--- config.mk ---
export PLATFORM = sky130hd
export DESIGN_NAME = cache_victim_writeback
export DESIGN_NICKNAME = d
export VERILOG_FILES = /design/src/rtl/cache_wb_pkg.sv /design/src/rtl/wb_line_buffer.sv /design/src/rtl/cache_victim_writeback.sv
export SDC_FILE = /design/constraint.sdc
export NUM_CORES = 1
export LEC_CHECK = 0
export CORE_AREA = 10 10 277 279
export CTS_BUF_LIST = sky130_fd_sc_hd__clkbuf_4 sky130_fd_sc_hd__clkbuf_8
export DETAILED_ROUTE_END_ITERATION = 10
export DIE_AREA = 0 0 287 289
export PLACE_DENSITY_LB_ADDON = 0.08
export SKIP_CTS_REPAIR_TIMING = 1
export SYNTH_ARGS = -nofsm -noshare
export SYNTH_HDL_FRONTEND = slang
export SYNTH_SLANG_ARGS = --single-unit
--- constraint.sdc ---
create_clock -name clk -period 1.5 [get_ports clk]
set_input_delay 0.3 -clock clk [delete_from_list [all_inputs] [get_ports clk]]
set_output_delay 0.3 -clock clk [all_outputs]
set_load 0.03 [all_outputs]
--- src/rtl/cache_wb_pkg.sv ---
// Shared types and elaboration-time helpers for the cache victim write-back
// block.
//
// Contents:
//   wbstate_t     write-back FSM state encoding
//   log2Int       ceiling log2 of a positive constant
//   beatCount     number of bus beats per cache line
//   beatAdrBits   byte-address bits spanned by one bus beat
package cache_wb_pkg;

  typedef enum logic [2:0] {IDLE, READ, CAPTURE, SEND, DONE} wbstate_t;

  function automatic int log2Int(input int value);
    int r;
    r = 0;
    for (int i = 0; i < 31; i++) begin
      if ((1 << i) < value) r = i + 1;
    end
    return r;
  endfunction

  function automatic int beatCount(input int lineLen, input int beatLen);
    return lineLen / beatLen;
  endfunction

  function automatic int beatAdrBits(input int beatLen);
    return log2Int(beatLen / 8);
  endfunction

endpackage

--- src/rtl/wb_line_buffer.sv ---
// Holds one captured cache line and presents the beat selected by the beat
// counter.
//
// Ports:
//   clk      clock
//   reset    synchronous active-high reset, clears the buffer
//   load     capture lineIn this cycle
//   lineIn   full line from the data array
//   beatSel  beat index into the buffered line
//   beatOut  selected beat
module wb_line_buffer
  import cache_wb_pkg::*;
#(
  parameter int LINELEN = 512,
  parameter int BEATLEN = 64,
  localparam int BEATS  = beatCount(LINELEN, BEATLEN),
  localparam int CNTLEN = log2Int(BEATS)
) (
  input  logic               clk,
  input  logic               reset,
  input  logic               load,
  input  logic [LINELEN-1:0] lineIn,
  input  logic [CNTLEN-1:0]  beatSel,
  output logic [BEATLEN-1:0] beatOut
);

  logic [BEATS-1:0][BEATLEN-1:0] lineQ;

  always_ff @(posedge clk) begin
    if (reset)     lineQ <= '0;
    else if (load) lineQ <= lineIn;
  end

  assign beatOut = lineQ[beatSel];

endmodule

--- src/rtl/cache_victim_writeback.sv ---
// Writes a dirty victim line back to the bus. On Start the victim way, set
// and tag are latched; dirty victims are read from the data array, streamed
// out as BEATS beats over a valid/ready handshake, and their dirty bit is
// cleared. Clean victims complete immediately with no bus traffic.
//
// Optional feature: define CACHE_WB_PERFCNT_EN to add EvictCount and
// WritebackCount (32-bit, wrapping, cleared by reset).
//
// Ports:
//   clk, reset            clock, synchronous active-high reset
//   Start                 eviction request, only honoured in IDLE
//   VictimWay/DirtyWay    one-hot victim and dirty bits of the set
//   TagWay, SetIdx        tags of the set, set index of the victim
//   ArrayRdEn, ArrayWay   data array read strobe and way
//   ReadData              line returned the cycle after ArrayRdEn
//   WBValid/WBReady       beat handshake; WBAdr, WBData, WBLast beat payload
//   ClearDirty            one-cycle one-hot dirty clear
//   Busy, Done            activity flag, one-cycle completion pulse
//
// state   | meaning
// IDLE    | waiting for Start
// READ    | data array read strobe for the latched way
// CAPTURE | array data valid, loaded into the line buffer
// SEND    | streaming beats, counter advances on each accept
// DONE    | completion pulse, dirty clear if the line was written
module cache_victim_writeback
  import cache_wb_pkg::*;
#(
  parameter int NUMWAYS   = 4,
  parameter int SETLEN    = 9,
  parameter int OFFSETLEN = 6,
  parameter int TAGLEN    = 20,
  parameter int LINELEN   = 512,
  parameter int BEATLEN   = 64
) (
  input  logic                            clk,
  input  logic                            reset,
  input  logic                            Start,
  input  logic [NUMWAYS-1:0]              VictimWay,
  input  logic [NUMWAYS-1:0]              DirtyWay,
  input  logic [NUMWAYS*TAGLEN-1:0]       TagWay,
  input  logic [SETLEN-1:0]               SetIdx,
  output logic                            ArrayRdEn,
  output logic [NUMWAYS-1:0]              ArrayWay,
  input  logic [LINELEN-1:0]              ReadData,
  output logic                            WBValid,
  input  logic                            WBReady,
  output logic [TAGLEN+SETLEN+OFFSETLEN-1:0] WBAdr,
  output logic [BEATLEN-1:0]              WBData,
  output logic                            WBLast,
  output logic [NUMWAYS-1:0]              ClearDirty,
  output logic                            Busy,
  output logic                            Done
`ifdef CACHE_WB_PERFCNT_EN
  ,
  output logic [31:0]                     EvictCount,
  output logic [31:0]                     WritebackCount
`endif
);

  localparam int BEATS     = beatCount(LINELEN, BEATLEN);
  localparam int CNTLEN    = log2Int(BEATS);
  localparam int BYTESHIFT = beatAdrBits(BEATLEN);

  wbstate_t state, nextState;

  logic [NUMWAYS-1:0]   wayQ;
  logic [SETLEN-1:0]    setQ;
  logic [TAGLEN-1:0]    tagQ;
  logic                 dirtyQ;
  logic [CNTLEN-1:0]    cnt;
  logic [TAGLEN-1:0]    victimTag;
  logic [OFFSETLEN-1:0] beatOffset;
  logic [BEATLEN-1:0]   beatData;
  logic                 loadLine;

  // OR of selected tags: exact for a one-hot VictimWay.
  always_comb begin
    victimTag = '0;
    for (int i = 0; i < NUMWAYS; i++) begin
      if (VictimWay[i]) victimTag = victimTag | TagWay[i*TAGLEN +: TAGLEN];
    end
  end

  // Beat index sits just above the bytes covered by one beat.
  always_comb begin
    beatOffset = '0;
    beatOffset[BYTESHIFT +: CNTLEN] = cnt;
  end

  wb_line_buffer #(
    .LINELEN (LINELEN),
    .BEATLEN (BEATLEN)
  ) u_lineBuf (
    .clk     (clk),
    .reset   (reset),
    .load    (loadLine),
    .lineIn  (ReadData),
    .beatSel (cnt),
    .beatOut (beatData)
  );

  always_ff @(posedge clk) begin
    if (reset) state <= IDLE;
    else       state <= nextState;
  end

  always_ff @(posedge clk) begin
    if (reset) begin
      wayQ   <= '0;
      setQ   <= '0;
      tagQ   <= '0;
      dirtyQ <= 1'b0;
      cnt    <= '0;
    end else begin
      if (state == IDLE && Start) begin
        wayQ   <= VictimWay;
        setQ   <= SetIdx;
        tagQ   <= victimTag;
        dirtyQ <= |(VictimWay & DirtyWay);
      end
      // The counter wraps back to 0 on the last accept; the FSM leaves SEND.
      if (state == CAPTURE)             cnt <= '0;
      else if (state == SEND && WBReady) cnt <= cnt + CNTLEN'(1);
    end
  end

  always_comb begin
    nextState  = state;
    ArrayRdEn  = 1'b0;
    ArrayWay   = '0;
    WBValid    = 1'b0;
    WBAdr      = '0;
    WBData     = '0;
    WBLast     = 1'b0;
    ClearDirty = '0;
    Busy       = (state != IDLE);
    Done       = 1'b0;
    loadLine   = 1'b0;
    case (state)
      IDLE: begin
        if (Start) nextState = (|(VictimWay & DirtyWay)) ? READ : DONE;
      end
      READ: begin
        ArrayRdEn = 1'b1;
        ArrayWay  = wayQ;
        nextState = CAPTURE;
      end
      CAPTURE: begin
        loadLine  = 1'b1;
        nextState = SEND;
      end
      SEND: begin
        WBValid = 1'b1;
        WBData  = beatData;
        WBAdr   = {tagQ, setQ, beatOffset};
        WBLast  = (cnt == CNTLEN'(BEATS - 1));
        if (WBReady && WBLast) nextState = DONE;
      end
      DONE: begin
        Done = 1'b1;
        if (dirtyQ) ClearDirty = wayQ;
        nextState = IDLE;
      end
      default: nextState = IDLE;
    endcase
  end

`ifdef CACHE_WB_PERFCNT_EN
  always_ff @(posedge clk) begin
    if (reset) begin
      EvictCount     <= '0;
      WritebackCount <= '0;
    end else begin
      if (Done)                 EvictCount     <= EvictCount + 32'd1;
      if (Done && |ClearDirty)  WritebackCount <= WritebackCount + 32'd1;
    end
  end
`endif

endmodule
---- Yosys cells after proc, flatten, opt, wreduce, memory -nomap -nowiden ----
Cells that the tools add are included.
word-level totals
  register bits ........................... 552
  input bits .............................. 613
  output and inout bits ................... 112
  logic and storage cells ................. 55
cells by class
  add/sub/neg operators ................... 1
  $lt $le $gt $ge ......................... 1
  equality and inequality tests ........... 7
  muxes and demuxes ....................... 20
  bitwise gates (word level) .............. 4
  reductions and logical operators ........ 8
operator list
  operator                                               count
  binary-select mux 64 bit (select 3 bit)                1
  2-to-1 mux 64 bit                                      2
  2-to-1 mux 20 bit                                      4
  OR 20 bit                                              3
  2-to-1 mux 35 bit                                      1
  2-to-1 mux 4 bit                                       3
  one-hot mux 3 bit (4 select lines)                     1
  2-to-1 mux 3 bit                                       3
  == test 3 x 2 -> 1 bit, second input constant          2
  == test 3 bit, second input constant                   2
  2-to-1 mux 1 bit                                       5
  bitwise AND 4 bit                                      1
  < comparator 3 x 4 -> 1 bit, second input constant     1
  OR reduction 4 bit                                     1
  adder 3 x 1 -> 3 bit, second input constant            1
  == test 3 x 1 -> 1 bit, second input constant          1
  logical AND 1 bit                                      3
  logical NOT 3 bit                                      1
  nonzero test 3 bit                                     1
  inequality test 2 x 1 -> 1 bit, second input constant  1
  inequality test 2 bit, second input constant           1
  AND reduction 2 bit                                    1
  OR reduction 2 bit                                     1

---- Depth between registers and ports, before layout ----
Gate-level depths: netlist of run 1.
  word-level depth ........................ 7
  gate-level depth with buffers ........... 6
  depth with buffers taken out ............ 5

---- By module ----
From an unflattened synthesis of run 1, not the netlist that was laid out.
second synthesis, totals
  cells, all modules ...................... 2217
  area total of the unflattened synthesis .. 24383.4 um^2
by module, submodules not included
  module                  instances  cells each  area an instance (um^2)  sequential area each (um^2)
  wb_line_buffer          1          1877        21627.0                  10249.8
  cache_victim_writeback  1          340         2756.4                   800.8

---- Worst setup path before layout of run 1 ----
Ideal clock, no wire load.
  path kind ............................... register -> output
  start point ............................. reg state[0]
  end point ............................... out ArrayWay[0]
  arrival time ............................ 1862 ps
  path slack .............................. -662 ps
  stages on the path, launching flop included .. 4
  cell sequence ........................... dfxtp_1 > buf_2 > nor3b_1 > and2_1
on the way
  longest elaborated chain between the ends .. 2
RTL lines
  item                    RTL line                       source
  start, declared         cache_victim_writeback.sv:65   wbstate_t state, nextState;
  start signal, assigned  cache_victim_writeback.sv:105  else state <= nextState;
  == test 3 x 1 -> 1 bit  cache_victim_writeback.sv:140  case (state)
  2-to-1 mux 4 bit        cache_victim_writeback.sv:140
  end, declared           cache_victim_writeback.sv:44   output logic [NUMWAYS-1:0] ArrayWay,
No other way between the ends.

---- Final worst setup path of run 1 ----
  start point ............................. reg cnt[1]
  end point ............................... out WBData[5]
on the way
  longest elaborated chain between the ends .. 3
RTL lines
  item                                     RTL line                       source
  start, declared                          cache_victim_writeback.sv:71   logic [CNTLEN-1:0] cnt;
  start signal, assigned                   cache_victim_writeback.sv:124  else if (state == SEND && WBReady) cnt <= cnt + CNTLEN'(1);
  binary-select mux 64 bit (select 3 bit)  wb_line_buffer.sv:34           assign beatOut = lineQ[beatSel];
  2-to-1 mux 64 bit (not written as such)  wb_line_buffer.sv:34
  2-to-1 mux 64 bit                        cache_victim_writeback.sv:140
  end, declared                            cache_victim_writeback.sv:49   output logic [BEATLEN-1:0] WBData,
No other way between the ends. The select of a mux whose other input is x is not followed.

==> impl_metrics.tcl, run 1 <==
set metrics [dict create \
    die_x_um 287 \
    yosysTopAreaCellShare_pct 45.2 \
    dp.cells 4690 \
    core_mm2 0.0711 \
    ios 725 \
    cts_max_path_buffers 3 \
    relSlewSlack_pct 63.8 \
    worstPathCellList "buf_12 > clkbuf_16 > buf_6 > clkbuf_16 > buf_4 > nor2b_4 > a211oi_2 > nor3_4 > buf_6" \
    placed_area_mm2 0.0347 \
    clk_pin_slew_ps 60 \
    viasPerCell 5.10 \
    grt_util_all_layers_pct 23.2 \
    clock_skew_ps 15.5 \
    synth_area_mm2 0.0244 \
    start_kind "flip-flop" \
    synthTopCellsByArea "dfxtp_1 (45%), nand2_1 (16%), a21oi_1 (11%)" \
    cp_slowest_stage_delay_ps 380 \
    leakage_nw 14.7 \
    worst_slack_ps -1170 \
    synth_cell_type_count 39 \
    finalCritPeriodShare_pct 178 \
    finalSetupViolCount 661 \
    cts_tree "built" \
    synthToLayoutAreaGrowth_pct 65.4 \
    async_flop_share_pct 0 \
    fin_area_mm2 0.0405 \
    crit_required_ps 1200 \
    vdd_drop_max_mv 0.614 \
    grt_pass1_wl_um 150000 \
    die_area_mm2 0.0829 \
    numPortBuffers 721 \
    wl_um 110000 \
    first_iter_violations 1434 \
    rsz0062_at_grt "true" \
    grt_start_max_net_pins 88 \
    grt_pass1_vias 24800 \
    antenna_found_initial 16 \
    rows 98 \
    drtAntennaViolNets 0 \
    worst_pin_slew_ps 540 \
    fmax_mhz 375 \
    via_count 25300 \
    yosys_warnings 0 \
    synth_seq_area_share_pct 45.2 \
    postSynthAreaPerCell_um2 7.96 \
    cp-end-kind "output pin" \
    place_ws_ps -797 \
    hold_violations 0 \
    path_max_fanout 8 \
    synth_edf_count 0 \
    crit_type "flip-flop to output pin" \
    gp_congestion 0.867 \
    cp_data_arrival_time_ps 2370 \
    maxSlewViolCount 0 \
    finalCriticalPeriod_ps 2670 \
    synth_flop_cell "dfxtp_1" \
    drive_gt1_share_pct 27.7 \
    cts_buffers 98 \
    ys_ff_latch 552 \
    power-per-cell-area_mw_per_mm2 930 \
    min_path_type "input pin to flip-flop" \
    slowest_stage "dfxtp_4" \
    fin_cells 4969 \
    violations "setup timing" \
    grt-ovfl-total 0 \
    drc 0 \
    yosysTopAreaCell "dfxtp_1" \
    wire_per_inst_um 22.2 \
    cts.sink_count 552 \
    drt_first_pass_iters 5 \
    fin_nets 4558 \
    start_util_pct 34.4 \
    clk_latency_ps 690 \
    finalSetupTns_ps -233110 \
    ctsHtreeMaxLevel 3 \
    clk_root_buffer_cell "clkbuf_8" \
    dp_hpwl_um 77700 \
    status "finished with violations" \
    die_h_um 289 \
    finalPower_mw 37.6 \
    synthCells 3072 \
    max_cap_viol_count 0 \
]
-- cell families after synthesis --
logic type	count (synthesis)	synth area share, %
buffers and inverters	273	6.34
muxes	194	8.92
xor gates and xnor gates	1	0.0358
DFF	552	45.2
AOI/OAI and AO/OA	785	18.3
other	1	0.0153
and+or+nand+nor	1264	21.1
adders and majority gates	2	0.102
-- final timing paths --
| kind | startpoint | endpoint | slack, ps | depth (start not counted) |
|---|---|---|---|---|
| max reg2reg | cnt[1] | state[0] | -340 | 9 |
| min reg2reg | u_lineBuf.lineQ[331] | u_lineBuf.lineQ[331] | 450 | 2 |
| max | cnt[1] | WBData[5] | -1170 | 9 |
| min | ReadData[286] | u_lineBuf.lineQ[286] | 150 | 3 |
-- critical path, delay by kind of cell, from the launching register on --
family	cells	cell delay, ps
AOI/OAI and AO/OA	1	60
buffers and inverters	6	900
and+or+nand+nor	2	350
DFF	1	380
-- cells in the final DEF (no fill, tap or decap), types with 28 or more instances in the layout --
| cell type | netlist | final |
|---|---|---|
| a22oi_1 | 42 | 42 |
| o22ai_4 | 0 | 40 |
| buf_4 | 26 | 170 |
| clkbuf_8 | 0 | 123 |
| nor3_4 | 0 | 65 |
| buf_6 | 43 | 116 |
| mux2_2 | 192 | 107 |
| nand2_1 | 1053 | 1051 |
| nor2b_1 | 64 | 48 |
| a21oi_1 | 525 | 525 |
| clkbuf_4 | 0 | 28 |
| dfxtp_1 | 552 | 546 |
| and2_4 | 0 | 42 |
| a211oi_2 | 0 | 37 |
| buf_12 | 0 | 78 |
| mux2_4 | 0 | 85 |
| o21ai_2 | 0 | 43 |
| clkdlybuf4s50_1 | 0 | 611 |
-- area by class of cell --
class	instances	area [um2]
clock inverter	11	125
tap	950	1190
sequential	552	11100
multi-input combinational	2249	14500
timing repair buffer	1039	11600
fill	6348	30700
inverter	3	11.3
clock buffer	150	1900
antenna	15	37.5
-- cell usage after synthesis (2+ instances only) --
cell type / count
a211oi_1: 64
a21oi_1: 525
a22oi_1: 42
a311oi_1: 6
a311oi_2: 16
and2_1: 42
buf_1: 7
buf_2: 82
buf_4: 26
buf_6: 43
clkbuf_1: 111
dfxtp_1: 552
ha_1: 2
inv_1: 3
mux2_2: 192
mux2i_1: 2
nand2_1: 1053
nand2b_1: 2
nor2_1: 23
nor2b_1: 64
nor3_1: 69
nor3b_1: 2
nor4_1: 2
o21ai_0: 64
o22ai_1: 64
-- state kept, by name (all words and copies together), names as in the netlist --
| register | flops |
|---|---|
| state | 3 |
| dirtyQ | 1 |
| tagQ | 20 |
| cnt | 3 |
| setQ | 9 |
| wayQ | 4 |
| u_lineBuf.lineQ | 512 |
-- per-stage QoR --
| stage | hold WS (ps) | utilization (%) |
|---|---|---|
| 4_1_cts | -143 | 51.6 |
| 5_1_grt | 115 | 56.9 |
| 6_report | 153 | 56.9 |
| 3_3_place_gp | 439 | 48.8 |
| 2_1_floorplan | 432 | - |
| 3_5_place_dp | 443 | 48.8 |
-- report_power, final --
| group | switching (mW) | total (mW) | internal [mW] |
|---|---|---|---|
| registers | 0.544 | 16.2 | 15.7 |
| clock network | 6.32 | 14.6 | 8.32 |
| logic | 3.26 | 6.76 | 3.50 |
| total | 10.1 | 37.6 | 27.5 |
-- metal layers --
layer | wire (um) | GRT usage [%] | vias up
li1 | - | - | 12200
met1 | 46200 | 28.9 | 12200
met2 | 54800 | 40.0 | 823
met3 | 5650 | 4.04 | 180
met4 | 3440 | 8.26 | 2
met5 | 13 | 0 | -
Power figures use the tool's default switching activity.
==> run 2, diff against run 1 <==
--- a/config.mk
+++ b/config.mk
@@ -5,6 +5,7 @@
 export SDC_FILE = /design/constraint.sdc
 export NUM_CORES = 1
 export LEC_CHECK = 0
+export CAP_MARGIN = 10
 export CORE_AREA = 10 10 277 279
 export CTS_BUF_LIST = sky130_fd_sc_hd__clkbuf_4 sky130_fd_sc_hd__clkbuf_8
 export DETAILED_ROUTE_END_ITERATION = 10
@@ -14,3 +15,4 @@
 export SYNTH_ARGS = -nofsm -noshare
 export SYNTH_HDL_FRONTEND = slang
 export SYNTH_SLANG_ARGS = --single-unit
+export TNS_END_PERCENT = 30
==> run 2 against run 1 <==
Effect of this change:
- the run still ends with setup timing left
- fmax down 0.42%
- sequential share of layout area up 0.72 points
- cell count up 0.26%
- non-clock buffer count up 7
- combinational power about the same
- sequential power about the same
- clock skew up 4.0 ps
- largest cell class unchanged
==> impl_metrics.tcl, run 2 (synthesized netlist as in run 1, its figures left out) <==
set metrics [dict create \
    path_buf_inv 5 \
    regMostFlops "u_lineBuf.lineQ" \
    fin_cells 4982 \
    drtAntennaViolNets 0 \
    clk_root_buffer_cell "clkbuf_8" \
    fin_nets 4564 \
    cp.depth 8 \
    core_mm2 0.0711 \
    rsz0062_at_grt "true" \
    cts_buffers 97 \
    finalCriticalPeriod_ps 2680 \
    power-per-cell-area_mw_per_mm2 952 \
    r2r_end "state[2]" \
    reg_top3 "u_lineBuf.lineQ (512), tagQ (20), setQ (9)" \
    drt_first_pass_iters 5 \
    die_x_um 287 \
    max_cap_viol_count 0 \
    start_util_pct 34.4 \
    worstRegToRegCells 8 \
    crit_family "buffers and inverters" \
    ff2ff_setup_slack_ps -350 \
    placed_area_mm2 0.0341 \
    start_kind "flip-flop" \
    cts_tree "built" \
    clk_latency_ps 700 \
    whs_ps 151 \
    grt_util_all_layers_pct 23.6 \
    cts_max_path_buffers 3 \
    hold_violations 0 \
    slowest_stage "dfxtp_4" \
    fmax_mhz 373 \
    final_core_util_pct 55.4 \
    finalSetupViolCount 661 \
    final_cell_mix "nand2_1 (1,050), clkdlybuf4s50_1 (611), dfxtp_1 (546)" \
    wl_um 110000 \
    synthToLayoutAreaGrowth_pct 61.2 \
    status "finished with violations" \
    endpoint "WBData[53]" \
    gp_congestion 0.866 \
    rows 98 \
    fill_cells 6486 \
    vdd_drop_max_mv 0.505 \
    drive_gt1_share_pct 26.3 \
    wire_per_inst_um 22.1 \
    worstPathCellList "buf_4 > buf_16 > buf_12 > clkbuf_16 > mux2_2 > o22ai_2 > nor3_2 > buf_6" \
    rr_startpoint "cnt[1]" \
    cts.sink_count 552 \
    violations "setup timing" \
    dp.cells 4703 \
    grt-ovfl-total 0 \
    path_max_fanout 9 \
    dp_hpwl_um 79700 \
    ios 725 \
    largest_reg_flops 512 \
    grt_start_max_net_pins 56 \
    drc 0 \
    crit_type "flip-flop to output pin" \
    antenna_found_initial 21 \
    clock_skew_ps 19.6 \
    ctsHtreeMaxLevel 3 \
    cp_slowest_stage_delay_ps 360 \
    fin_area_mm2 0.0394 \
    finalCritPeriodShare_pct 179 \
    finalSetupTns_ps -207000 \
    numPortBuffers 721 \
    first_iter_violations 1446 \
    viasPerCell 5.06 \
    min_path_type "input pin to flip-flop" \
    maxSlewViolCount 0 \
    crit_required_ps 1200 \
    cp_data_arrival_time_ps 2380 \
    worst_slack_ps -1180 \
    leakage_nw 14.7 \
    die_h_um 289 \
    grt_pass1_vias 25200 \
    clk_pin_slew_ps 60 \
    via_count 25200 \
    grt_pass1_wl_um 152000 \
    final_common_cell "nand2_1" \
    startpoint "cnt[1]" \
    die_area_mm2 0.0829 \
    cp-end-kind "output pin" \
]
==> run 2: cell type report <==
cell class              instances  area (um2)  area share (%)
inverters                       3        11.3          0.0286
flip-flops and latches        552       11100            28.1
multi-input cells            2249       13700            34.9
clock buffers                 146        1850            4.69
clock inverters                19         168           0.426
diodes                         17        42.5           0.108
well taps                     950        1190            3.02
repair buffers               1046       11300            28.8
==> run 2: worst register-to-register path, cell delays in order, from the launching register on <==
cell,delay [ps]
dfxtp_4,360
buf_4,170
clkbuf_16,170
clkbuf_16,150
ha_2,180
ha_4,140
nand2_1,80
a31o_2,250
nor4_1,240
==> run 2: worst min-delay path by stage <==
stage               depth (start not counted)                   end                 start  slack (ps)
global placement                            2               setQ[5]               setQ[5]         440
floorplan                                   2               setQ[0]               setQ[0]         430
finish                                      3  u_lineBuf.lineQ[456]         ReadData[456]         150
global route                                3  u_lineBuf.lineQ[461]         ReadData[461]         130
detailed placement                          2  u_lineBuf.lineQ[336]  u_lineBuf.lineQ[336]         440
CTS                                         2  u_lineBuf.lineQ[339]                 reset         -70
==> run 2: layer usage <==
layer,vias to the layer above,GRT usage (%),wire (um)
li1,12200,-,-
met1,12000,27.6,44600
met2,823,40.3,54500
met3,188,5.77,6880
met4,8,10.7,3840
met5,-,0,50
==> run 2: report_power, final <==
part           total (mW)  switching, mW  internal, mW
logic                6.78           3.25          3.53
clock network        14.5           6.38          8.17
registers            16.2          0.539          15.7
total                37.5           10.2          27.4
==> run 2: metrics by stage <==
step | setup WS, ps | power, mW
after floorplan | -315 | 19.5
after global placement | -819 | 22.5
after detailed placement | -846 | 22.6
after CTS | -1640 | 37.2
after global routing | -1260 | 39.1
final | -1180 | 37.5
